**config.mk**
```make
export PLATFORM = sky130hd
export DESIGN_NAME = cell_renderer
export DESIGN_NICKNAME = d
export VERILOG_FILES = /design/src/rtl/cell_renderer.sv
export SDC_FILE = /design/constraint.sdc
export NUM_CORES = 1
export LEC_CHECK = 0
export CAP_MARGIN = 20
export CORE_AREA = 5 5 118 76
export CTS_BUF_LIST = sky130_fd_sc_hd__clkbuf_2
export DETAILED_ROUTE_END_ITERATION = 16
export DIE_AREA = 0 0 123 81
export MAX_ROUTING_LAYER = met4
export PLACE_DENSITY = 0.95
export SLEW_MARGIN = 20
export SYNTH_ARGS = -nofsm -noshare
export SYNTH_HDL_FRONTEND = slang
export SYNTH_SLANG_ARGS = --single-unit
```
**constraint.sdc**
```tcl
create_clock -name clk -period 4.3 [get_ports clk]
set_clock_uncertainty 0.15 [all_clocks]
set_input_delay 0.43 -clock clk [delete_from_list [all_inputs] [get_ports clk]]
set_output_delay 0.43 -clock clk [all_outputs]
set_load 0.05 [all_outputs]
```
**src/rtl/cell_renderer.sv**
```systemverilog
// Renders a COLS x ROWS cell grid onto 640x480 VGA from a prefetched one-row line buffer.
// Optional macro GRIDLINE_EN draws 3'b001 gridlines on the first pixel/line of every cell.
module cell_renderer #(
  parameter int         COLS     = 64,
  parameter int         ROWS     = 48,
  parameter int         CELL_PX  = 10,
  parameter logic [2:0] LIVE_RGB = 3'b010
) (
  input  logic            clk,
  input  logic            reset,
  input  logic [9:0]      CounterX,
  input  logic [9:0]      CounterY,
  input  logic            inDisplayArea,
  output logic            row_req,
  output logic [5:0]      row_addr,
  input  logic [COLS-1:0] row_data,
  input  logic            row_valid,
  output logic            vga_r,
  output logic            vga_g,
  output logic            vga_b,
  output logic            underrun
);
  localparam int SW = (CELL_PX > 1) ? $clog2(CELL_PX) : 1;
  localparam int CW = (COLS > 1) ? $clog2(COLS) : 1;
  localparam logic [SW-1:0] SUB_LAST = SW'(CELL_PX - 1);
  localparam logic [CW-1:0] COL_LAST = CW'(COLS - 1);
  localparam logic [5:0]    ROW_LAST = 6'(ROWS - 1);

  logic [COLS-1:0] r_buf;
  logic            r_req;
  logic [5:0]      r_addr;
  logic            r_under;
  logic [5:0]      r_row;
  logic [SW-1:0]   r_subrow;
  logic [SW-1:0]   r_subpx;
  logic [CW-1:0]   r_col;
  logic [CW-1:0]   r_s1_col;
  logic            r_s1_de;
  logic [2:0]      r_vga;

  logic [SW-1:0]   w_subpx;
  logic [CW-1:0]   w_col;
  logic [5:0]      w_row_inc;
  logic [2:0]      w_colour;

  // Counters are forced to zero combinationally on CounterX==0 so the first pixel is column 0.
  assign w_subpx   = (CounterX == 10'd0) ? '0 : r_subpx;
  assign w_col     = (CounterX == 10'd0) ? '0 : r_col;
  assign w_row_inc = (r_row == ROW_LAST) ? 6'd0 : r_row + 6'd1;

`ifdef GRIDLINE_EN
  logic r_s1_grid;

  always_ff @(posedge clk) begin
    if (!reset) r_s1_grid <= 1'b0;
    else        r_s1_grid <= (w_subpx == '0) || (r_subrow == '0);
  end
`endif

  always_comb begin
    w_colour = 3'b000;
    if (r_s1_de) begin
`ifdef GRIDLINE_EN
      if (r_s1_grid)               w_colour = 3'b001;
      else if (r_buf[r_s1_col])    w_colour = LIVE_RGB;
`else
      if (r_buf[r_s1_col])         w_colour = LIVE_RGB;
`endif
    end
  end

  always_ff @(posedge clk) begin
    if (!reset) begin
      r_buf    <= '0;
      r_req    <= 1'b0;
      r_addr   <= 6'd0;
      r_under  <= 1'b0;
      r_row    <= 6'd0;
      r_subrow <= '0;
      r_subpx  <= '0;
      r_col    <= '0;
      r_s1_col <= '0;
      r_s1_de  <= 1'b0;
      r_vga    <= 3'b000;
    end else begin
      r_subpx <= (w_subpx == SUB_LAST) ? '0 : w_subpx + 1'b1;
      if (w_subpx == SUB_LAST) r_col <= (w_col == COL_LAST) ? '0 : w_col + 1'b1;
      else                     r_col <= w_col;

      r_s1_col <= w_col;
      r_s1_de  <= inDisplayArea;
      r_vga    <= w_colour;

      // A late row arriving exactly at CounterX==0 still counts as on time.
      if (r_req && row_valid) begin
        r_buf <= row_data;
        r_req <= 1'b0;
      end else if (r_req && CounterX == 10'd0) begin
        r_under <= 1'b1;
        r_req   <= 1'b0;
      end

      if (CounterX == 10'd640) begin
        if (CounterY == 10'd524) begin
          r_row    <= 6'd0;
          r_subrow <= '0;
          r_req    <= 1'b1;
          r_addr   <= 6'd0;
        end else if (CounterY < 10'd479) begin
          if (r_subrow == SUB_LAST) begin
            r_subrow <= '0;
            r_row    <= w_row_inc;
            r_req    <= 1'b1;
            r_addr   <= w_row_inc;
          end else begin
            r_subrow <= r_subrow + 1'b1;
          end
        end
      end
    end
  end

  assign row_req  = r_req;
  assign row_addr = r_addr;
  assign underrun = r_under;
  assign vga_r    = r_vga[2];
  assign vga_g    = r_vga[1];
  assign vga_b    = r_vga[0];
endmodule

```
Yosys cells after proc, flatten, opt, wreduce, memory -nomap -nowiden
Index checks and enable logic that the tools add are counted.
{"block": "totals", "romBits": 0, "latchBits": 0, "in_bits": 88, "regBits": 96, "memories": 0, "output_inout_bits": 11, "mem_bits_rw": 0}
{"block": "op_classes", "shift": 0, "div": 0, "mux": 20, "bitwise_logic": 2, "n_eq_ne": 6, "order_cmp": 2, "n_reduce_logical": 10, "multipliers": 0, "add_sub_neg": 4}
{"op": "6-bit 2-to-1 mux", "n": 7}
{"op": "10-bit == test, second input constant", "n": 2}
{"op": "4-bit 2-to-1 mux", "n": 4}
{"op": "6-bit by 1-bit adder with 6-bit output, second input constant", "n": 2}
{"op": "6-bit == test, second input constant", "n": 2}
{"op": "10-bit zero test", "n": 1}
{"op": "10-bit by 9-bit less-than comparator with 1-bit output, second input constant", "n": 1}
{"op": "4-bit by 1-bit adder with 4-bit output, second input constant", "n": 2}
{"op": "4-bit == test, second input constant", "n": 2}
{"op": "6-bit by 7-bit less-than comparator with 1-bit output, second input constant", "n": 1}
{"op": "1-bit 2-to-1 mux", "n": 7}
{"op": "1-bit binary-select mux with 6-bit select", "n": 1}
{"op": "2-bit AND reduction", "n": 3}
{"op": "2-bit nonzero test", "n": 2}
{"op": "3-bit AND reduction", "n": 1}
{"op": "1-bit logical AND", "n": 2}
{"op": "2-bit 2-to-1 mux", "n": 1}
{"op": "1-bit NOT", "n": 2}
{"op": "2-bit OR reduction", "n": 1}

Depth between registers and ports, before layout
Gate-level depths: netlist of the first run.
{"block": "depth", "depth_word": 8, "depth_mapped": 11, "ltp_nobuf": 10}

Worst setup path after synthesis of the first run
No wires, ideal clock.
{"block": "synth_path", "kind": "input-to-reg", "startpoint": "in CounterX[1]", "endpoint": "reg r_col[5]", "stages": 11, "setup_ns": 0.118, "t_required_ns": 4.032, "arrival_ns": 2.663, "n_path_buf": 1, "slack_ns": 1.368, "cell_sequence": "nor4_1 -> nand3_1 -> clkbuf_1 -> nand2_1 -> ha_1 -> nand2_1 -> nor2_1 -> nand4_1 -> or3b_2 -> xor2_1 -> nor2_1"}
{"block": "synth_via", "elab_chain_len": 5}
{"item": "start: declaration", "line": "11", "source": "input logic [9:0] CounterX,"}
{"item": "10-bit zero test *", "line": "47, 48"}
{"item": "6-bit 2-to-1 mux", "line": "48", "source": "assign w_col = (CounterX == 10'd0) ? '0 : r_col;"}
{"item": "6-bit by 1-bit adder with 6-bit output or 6-bit == test (tied branches)", "line": "87", "source": "if (w_subpx == SUB_LAST) r_col <= (w_col == COL_LAST) ? '0 : w_col + 1'b1;"}
{"item": "6-bit 2-to-1 mux", "line": "87"}
{"item": "6-bit 2-to-1 mux *", "line": "87"}
{"item": "end signal: assignment", "line": "87"}
{"item": "end signal: assignment", "line": "88", "source": "else r_col <= w_col;"}
{"item": "end: declaration", "line": "36", "source": "logic [CW-1:0] r_col;"}
Mark *: on every way between the ends. The rest lies on a longest branch, timed or not.
A chain may end at the register's enable or synchronous reset.

Final worst setup path of the first run
Ends and elaborated chain as after synthesis.

==> results of run 1 <==
## cell usage in the layout (no fill, tap or decap), types with 3 or more instances in the layout
cell type / n
sky130_fd_sc_hd__ha_1: 6
sky130_fd_sc_hd__xor2_1: 5
sky130_fd_sc_hd__clkbuf_2: 9
sky130_fd_sc_hd__o21ai_0: 7
sky130_fd_sc_hd__mux4_2: 11
sky130_fd_sc_hd__nand4_1: 5
sky130_fd_sc_hd__mux2i_1: 3
sky130_fd_sc_hd__nand3b_1: 3
sky130_fd_sc_hd__mux4_1: 7
sky130_fd_sc_hd__and3_1: 9
sky130_fd_sc_hd__clkdlybuf4s50_1: 96
sky130_fd_sc_hd__nand3_1: 5
sky130_fd_sc_hd__buf_4: 3
sky130_fd_sc_hd__a211oi_1: 3
sky130_fd_sc_hd__nand2_1: 141
sky130_fd_sc_hd__nor3_1: 3
sky130_fd_sc_hd__bufinv_16: 4
sky130_fd_sc_hd__dfxtp_1: 94
sky130_fd_sc_hd__o21bai_1: 3
sky130_fd_sc_hd__a21oi_1: 74
sky130_fd_sc_hd__inv_1: 6
sky130_fd_sc_hd__nor2_1: 21
sky130_fd_sc_hd__and2_1: 4
## path summary, 6_finish.rpt
check | slack [ns] | depth (start not counted) | endpoint | from
worst max-delay path | 1.38 | 12 | r_col[5] | CounterX[1]
worst max register to register | 1.86 | 8 | r_col[5] | r_subpx[0]
worst min-delay path | 0.19 | 3 | r_buf[7] | row_data[7]
worst min register to register | 0.32 | 2 | r_buf[30] | r_buf[30]
## registers in the layout (all words and copies together), names as in the netlist
| signal | flops |
|---|---|
| r_row | 6 |
| r_vga | 1 |
| r_s1_de | 1 |
| underrun | 1 |
| r_buf | 64 |
| row_req | 1 |
| r_subpx | 4 |
| r_s1_col | 6 |
| r_subrow | 4 |
| r_col | 6 |
## layer usage
layer / vias up / routed length (um)
met4: 0 / 165
met1: 1716 / 4626
li1: 1791 / -
met2: 129 / 5019
met5: - / 0
met3: 18 / 754
## through the flow
stage / utilization / total power (W) / area (um^2) / instances
floorplan: - / 0.0009228 / 4136 / 474
global placement: 0.6678 / 0.001006 / 5117 / 651
detailed placement: 0.6678 / 0.001009 / 5117 / 651
CTS: 0.6913 / 0.001604 / 5298 / 666
global route: 0.6921 / 0.001652 / 5304 / 666
finish: 0.6921 / 0.001597 / 5304 / 666
## power by group
group | total [W] | switching [W] | internal, W | leakage [nW]
Sequential | 0.000879 | 0.00000210 | 0.000877 | 0.758
Combinational | 0.000116 | 0.0000394 | 0.0000766 | 0.983
Clock | 0.000602 | 0.000298 | 0.000304 | 0.0942
Total | 0.00160 | 0.000339 | 0.00126 | 1.84
## synth_stat cells (all sizes together), types with 3 or more instances
cell and count:
mux4 18, o21bai 3, buf 8, mux2i 3, a21oi 74, a211oi 4
xor2 5, nor4 3, nand4 5, nor2 21, nor3 3, inv 7
clkbuf 22, ha 6, dfxtp 94, o21ai 8, and2 5, nand3 5
nand3b 3, nand2 142, and3 9
## logic make-up after synthesis
kind of cell	after synthesis
simple gates	204
compound gates	102
flops	94
buf+inv	37
mux	23
fa+ha+maj	6
xor+xnor	6
other cells	1
## worst max-delay path, stage by stage
cell and delay [ns]:
sky130_fd_sc_hd__clkdlybuf4s50_1 0.40, sky130_fd_sc_hd__nor4_1 0.38, sky130_fd_sc_hd__nand3_1 0.13, sky130_fd_sc_hd__buf_4 0.21, sky130_fd_sc_hd__nand2_1 0.10, sky130_fd_sc_hd__ha_1 0.15, sky130_fd_sc_hd__nand2_1 0.06, sky130_fd_sc_hd__nor2_1 0.46
sky130_fd_sc_hd__nand4_1 0.23, sky130_fd_sc_hd__or3b_2 0.52, sky130_fd_sc_hd__xor2_1 0.16, sky130_fd_sc_hd__nor2_1 0.06
## area by class of cell
type | instances | share of cell area
multi-input combinational | 343 | 0.3954
sequential | 94 | 0.3548
timing repair buffer | 99 | 0.1854
clock inverter | 6 | 0.02548
tap | 108 | 0.02548
clock buffer | 9 | 0.008493
inverter | 7 | 0.004954
==> impl_metrics.sql, run 1 <==
INSERT INTO impl_metrics (metric_group, metric, value, unit) VALUES
('yosys', 'synth_adder_area_share', '0.01817', ''),
('grt', 'grt_use_met1', '0.2704', ''),
('setup_path', 'crit_path_max_fanout', '18', ''),
('yosys', 'synthXorXnorAreaFrac', '0.01272', ''),
('setup_path', 'arrival', '3.28', 'ns'),
('layout', 'reg_area', '1882', 'um^2'),
('flow_run', 'max_cap_check_violation_count', '0', ''),
('grt', 'grt_first_pass_wirelength', '16380', 'um'),
('die', 'initial_core_util', '0.5393', ''),
('clocking', 'numClockSinks', '94', ''),
('yosys', 'syn_avg_cell_area', '8.737', 'um^2'),
('clocking', 'post_cts_resized', '0', ''),
('clocking', 'cts_tree', 'done', ''),
('sta', 'fmax', '342.2', 'MHz'),
('grt', 'globalRouteOverflowTotal', '0', ''),
('sta', 'setup_viol', '0', ''),
('layout', 'area_delta_synth_final', '28.34', '%'),
('placed_design', 'port-buffer-count', '96', ''),
('clocking', 'worstSkewPairLatency', '0.60', 'ns'),
('clocking', 'cts_max_path_buffers', '2', ''),
('setup_path', 'worst_setup_path_end_kind', 'register', ''),
('clocking', 'clkTransAtPathRegs', '0.26', 'ns'),
('route', 'detail_route.wl_per_cell', '15.86', 'um'),
('sta', 'worst-slew-pin-transition', '0.9262', 'ns'),
('route', 'drtIter0Drc', '269', ''),
('clocking', 'cts.repair_timing.setup_buffer_count', '0', ''),
('clocking', 'cts.hold.buffers_added', '0', ''),
('die', 'dieWidth', '123', 'um'),
('die', 'die_height', '81', 'um'),
('power_and_ir_drop', 'powerDensity', '301.1', 'nW/um^2'),
('setup_path', 'cp.required', '4.66', 'ns'),
('yosys', 'netlist_instances', '473', ''),
('sta', 'slew_violations', '0', ''),
('layout', 'multi_input_area', '2097', 'um^2'),
('route', 'antenna_left', '0', ''),
('yosys', 'yosysUniqueCellTypes', '46', ''),
('min_path', 'worst_hold_path_type', 'in2reg', ''),
('placed_design', 'detailedPlace.worstSlack', '0.8241', 'ns'),
('layout', 'final_net_count', '648', ''),
('yosys', 'dominant_combinational_cell_family_by_area_after_synthesis', 'simple AND/OR/NAND/NOR gates', ''),
('die', 'row_count', '25', ''),
('layout', 'final.fill_count', '598', ''),
('yosys', 'yosysTopAreaCellShare', '0.4553', ''),
('yosys', 'synthDominantAreaCellType', 'sky130_fd_sc_hd__dfxtp_1', ''),
('setup_path', 'timing.setup.critical_path_class', 'in2reg', ''),
('sta', 'grt_setup_unrepaired', 'false', ''),
('yosys', 'netlist_area', '4133', 'um^2'),
('grt', 'globalRouteMet2Util', '0.3433', ''),
('route', 'drc', '0', ''),
('yosys', 'ys_top_cells_by_area', 'sky130_fd_sc_hd__dfxtp_1 (46%), sky130_fd_sc_hd__nand2_1 (13%), sky130_fd_sc_hd__a21oi_1 (9.0%)', ''),
('route', 'routed_wl', '10570', 'um'),
('yosys', 'synth_ff_type', 'sky130_fd_sc_hd__dfxtp_1', ''),
('yosys', 'synthMuxAreaShare', '0.1172', ''),
('sta', 'hold-worst-slack', '0.1851', 'ns'),
('route', 'post_drt_via_cell_ratio', '5.486', ''),
('yosys', 'synth_compound_gate_area_share', '0.1393', ''),
('placed_design', 'place.gp.congestion', '0.7958', ''),
('outcome', 'status', 'finished clean', ''),
('layout', 'final_layout_size_suffix_gt1_frac', '0.07348', ''),
('layout', 'antenna-diode-count', '0', ''),
('placed_design', 'dpl.hpwl', '7468', 'um'),
('grt', 'grt_usage', '0.2180', ''),
('power_and_ir_drop', 'max-vdd-ir-drop', '0.2534', 'mV'),
('setup_path', 'cp-start-kind', 'primary input', ''),
('route', 'detailedRoute.firstPassIterationCount', '4', ''),
('yosys', 'yosys_register_bits', '94', ''),
('clocking', 'cts_htree_levels', '3', ''),
('sta', 'post-route-min-period', '2.922', 'ns'),
('clocking', 'cts_root_buffer', 'sky130_fd_sc_hd__clkbuf_2', ''),
('grt', 'grt_start_max_net_pins', '65', ''),
('sta', 'final.setup.tns', '0', 'ns');
Note: power is estimated with default switching activity, not from simulation.
==> inputs of run 2 (changes only) <==
Settings changed: CORE_AREA 5 5 118 76 to 5 5 123 78, DIE_AREA 0 0 123 81 to 0 0 128 83, PLACE_DENSITY 0.95 to 0.9.
Clock period 4.3 ns to 3 ns, I/O delays scaled along.
==> impl_metrics.sql, run 2 (same netlist as run 1, synthesis figures left out) <==
INSERT INTO impl_metrics (metric_group, metric, value, unit) VALUES
('route', 'vias', '3673', ''),
('layout', 'flip_flop_count_of_the_largest_register_all_copies_and_words_added', '64', ''),
('clocking', 'clkTransAtPathRegs', '0.24', 'ns'),
('grt', 'grt_usage', '0.2061', ''),
('sta', 'final.setup.tns', '0', 'ns'),
('sta', 'slew-limit-headroom', '0.4709', ''),
('layout', 'registers.top_by_ff_count', 'r_buf', ''),
('layout', 'final_net_count', '653', ''),
('sta', 'timing_hold_violations_final', '0', ''),
('setup_path', 'timing.setup.critical_path_class', 'reg2reg', ''),
('clocking', 'cts_max_path_buffers', '2', ''),
('sta', 'slew_violations', '0', ''),
('clocking', 'cts_root_buffer', 'sky130_fd_sc_hd__clkbuf_2', ''),
('layout', 'reg_area', '1882', 'um^2'),
('setup_path', 'depth_of_the_worst_register_to_register_path', '6', ''),
('layout', 'antenna-diode-count', '0', ''),
('placed_design', 'place.detailed.instances', '660', ''),
('placed_design', 'post_dp_cell_area', '5185', 'um^2'),
('route', 'drtIter0Drc', '410', ''),
('setup_path', 'critical_path_buf_inv_count', '1', ''),
('grt', 'gr-max-usage-layer', 'met2', ''),
('sta', 'fmax', '420.1', 'MHz'),
('setup_path', 'rr_endpoint', 'r_vga[1]', ''),
('sta', 'worst-slew-pin-transition', '0.7925', 'ns'),
('min_path', 'worst_hold_path.num_cells', '3', ''),
('power_and_ir_drop', 'clkPwrFrac', '0.350', ''),
('setup_path', 'crit_path_cell_trace', 'buf_4, mux4_1, mux4_2, nand3b_1, nand2_1, a41o_1', ''),
('route', 'detail_route.wl_per_cell', '15.43', 'um'),
('die', 'initial_core_util', '0.4962', ''),
('power_and_ir_drop', 'power.switching', '0.0004731', 'W'),
('sta', 'post-route-min-period', '2.380', 'ns'),
('min_path', 'worst_hold_path_type', 'in2reg', ''),
('setup_path', 'critical_path_depth', '6', ''),
('die', 'die_height', '83', 'um'),
('setup_path', 'cell_class_contributing_the_biggest_share_of_worst_path_delay', 'multiplexers', ''),
('die', 'floorplan.die_area', '10620', 'um^2'),
('min_path', 'timing.hold.worst_endpoint', 'r_buf[26]', ''),
('power_and_ir_drop', 'power.total', '0.002197', 'W'),
('grt', 'number_of_global_route_vias_before_repair', '3617', ''),
('layout', 'final.fill_count', '693', ''),
('setup_path', 'arrival', '2.73', 'ns'),
('route', 'post_drt_via_cell_ratio', '5.433', ''),
('clocking', 'post_cts_resized', '0', ''),
('route', 'drc', '0', ''),
('grt', 'grt_first_pass_wirelength', '17320', 'um'),
('flow_run', 'max_cap_check_violation_count', '0', ''),
('grt', 'grt_use_met1', '0.2622', ''),
('power_and_ir_drop', 'powerDensity', '411.2', 'nW/um^2'),
('sta', 'grt_setup_unrepaired', 'false', ''),
('power_and_ir_drop', 'max-vdd-ir-drop', '0.2103', 'mV'),
('clocking', 'cts_tree', 'done', ''),
('placed_design', 'place.gp.congestion', '0.8727', ''),
('outcome', 'status', 'finished clean', ''),
('clocking', 'cts_htree_levels', '3', ''),
('placed_design', 'port-buffer-count', '96', ''),
('grt', 'globalRouteOverflowTotal', '0', ''),
('setup_path', 'worst_setup_path_end_kind', 'register', ''),
('die', 'dieWidth', '128', 'um'),
('route', 'detailedRoute.firstPassIterationCount', '5', ''),
('setup_path', 'timing.critical_path.slowest_cell_delay', '0.65', 'ns'),
('setup_path', 'crit_path_max_fanout', '16', ''),
('min_path', 'timing.hold.worst.start', 'row_data[26]', ''),
('power_and_ir_drop', 'p_seq_frac', '0.574', ''),
('grt', 'grt_antenna_before_repair', '0', ''),
('route', 'routed_wl', '10430', 'um'),
('grt', 'grt_start_max_net_pins', '65', ''),
('layout', 'final_layout_size_suffix_gt1_frac', '0.08156', ''),
('setup_path', 'regToRegStartpoint', 'r_s1_col[1]', ''),
('power_and_ir_drop', 'combinationalPowerShare', '0.077', ''),
('sta', 'portion_of_the_clock_cycle_consumed_by_the_worst_path_in_the_final_layout', '0.7935', ''),
('setup_path', 'cp-start-kind', 'register', ''),
('clocking', 'cts.hold.buffers_added', '0', ''),
('die', 'io_pins', '99', ''),
('layout', 'final_common_cell', 'sky130_fd_sc_hd__nand2_1', ''),
('layout', 'final_cell_count_no_fill', '676', ''),
('grt', 'globalRouteMet2Util', '0.3196', ''),
('clocking', 'cts-buffers-inserted', '9', ''),
('power_and_ir_drop', 'sw_frac_of_total', '0.2153', ''),
('grt', 'global_route.usage.met3', '0.05897', ''),
('layout', 'multi_input_area', '2091', 'um^2'),
('sta', 'hold-worst-slack', '0.09468', 'ns'),
('placed_design', 'dpl.hpwl', '7649', 'um'),
('clocking', 'worstSkewPairLatency', '0.57', 'ns'),
('route', 'antenna_left', '0', ''),
('layout', 'mostFrequentLayoutCells', 'sky130_fd_sc_hd__nand2_1 (141), sky130_fd_sc_hd__clkdlybuf4s50_1 (96), sky130_fd_sc_hd__dfxtp_1 (94), sky130_fd_sc_hd__a21oi_1 (74), sky130_fd_sc_hd__nor2_1 (21)', ''),
('sta', 'setup_viol', '0', ''),
('power_and_ir_drop', 'p_leak', '1.862', 'nW'),
('setup_path', 'critical_path.slowest_cell', 'sky130_fd_sc_hd__mux4_1', ''),
('layout', 'area_delta_synth_final', '29.28', '%'),
('die', 'coreArea', '8328', 'um^2'),
('power_and_ir_drop', 'internal-power', '0.001724', 'W'),
('clocking', 'numClockSinks', '94', ''),
('clocking', 'cts.repair_timing.setup_buffer_count', '0', ''),
('die', 'row_count', '26', ''),
('setup_path', 'setup.reg_to_reg.worst_slack', '0.62', 'ns'),
('setup_path', 'cp.required', '3.35', 'ns'),
('layout', 'final_cell_area_excluding_filler_cells', '5343', 'um^2');
[run 2: changes by cell type in the layout (fill, tap and decap cells not counted), sizes merged]
cell      delta
clkinv       +4
buf          +5
clkinvlp     -2
bufinv       -1
[run 2: stage by stage]
| step | setup WS [ns] | utilization |
|---|---|---|
| after detailed placement | 0.1706 | 0.6226 |
| after global placement | 0.3145 | 0.6226 |
| after floorplan | 0.1983 | - |
| after CTS | 0.5944 | 0.6415 |
| after global routing | 0.4894 | 0.6415 |
| final | 0.6195 | 0.6415 |
[run 2: worst min-delay path, delay by kind of cell]
kind | cells | cell delay [ns]
compound gates | 1 | 0.05
buf+inv | 1 | 0.40
simple gates | 1 | 0.06
[run 2: worst max path at each step]
stage / from / to / slack (ns)
floorplan: CounterX[1] / r_col[5] / 0.20
global placement: CounterX[1] / r_col[5] / 0.31
detailed placement: CounterX[1] / r_col[5] / 0.17
CTS: r_row[4] / row_addr[4] / 0.59
global route: r_row[4] / row_addr[4] / 0.49
finish: r_s1_col[1] / r_vga[1] / 0.62
[run 2: metal layers]
metal  up-vias  share of wire
met5         -              0
met4         0          0.017
met3        14          0.069
met2       151           0.48
met1      1703           0.44
li1       1805              -
[run 2: final cells by class]
cell class              instances  share of cell area
clock buffers                   9            0.008431
clock inverters                 7             0.02108
inverters                       7            0.004918
repair buffers                104              0.1958
well taps                     112             0.02623
flip-flops and latches         94              0.3522
multi-input cells             343              0.3913
[run 2: power by group through the flow]
stage / logic (W) / registers [W] / clock network, W
2_1_floorplan: 0.0000406 / 0.00128 / 0
3_3_place_gp: 0.000163 / 0.00128 / 0
5_1_grt: 0.000180 / 0.00126 / 0.000841
3_5_place_dp: 0.000167 / 0.00128 / 0
4_1_cts: 0.000169 / 0.00126 / 0.000786
6_report: 0.000169 / 0.00126 / 0.000768
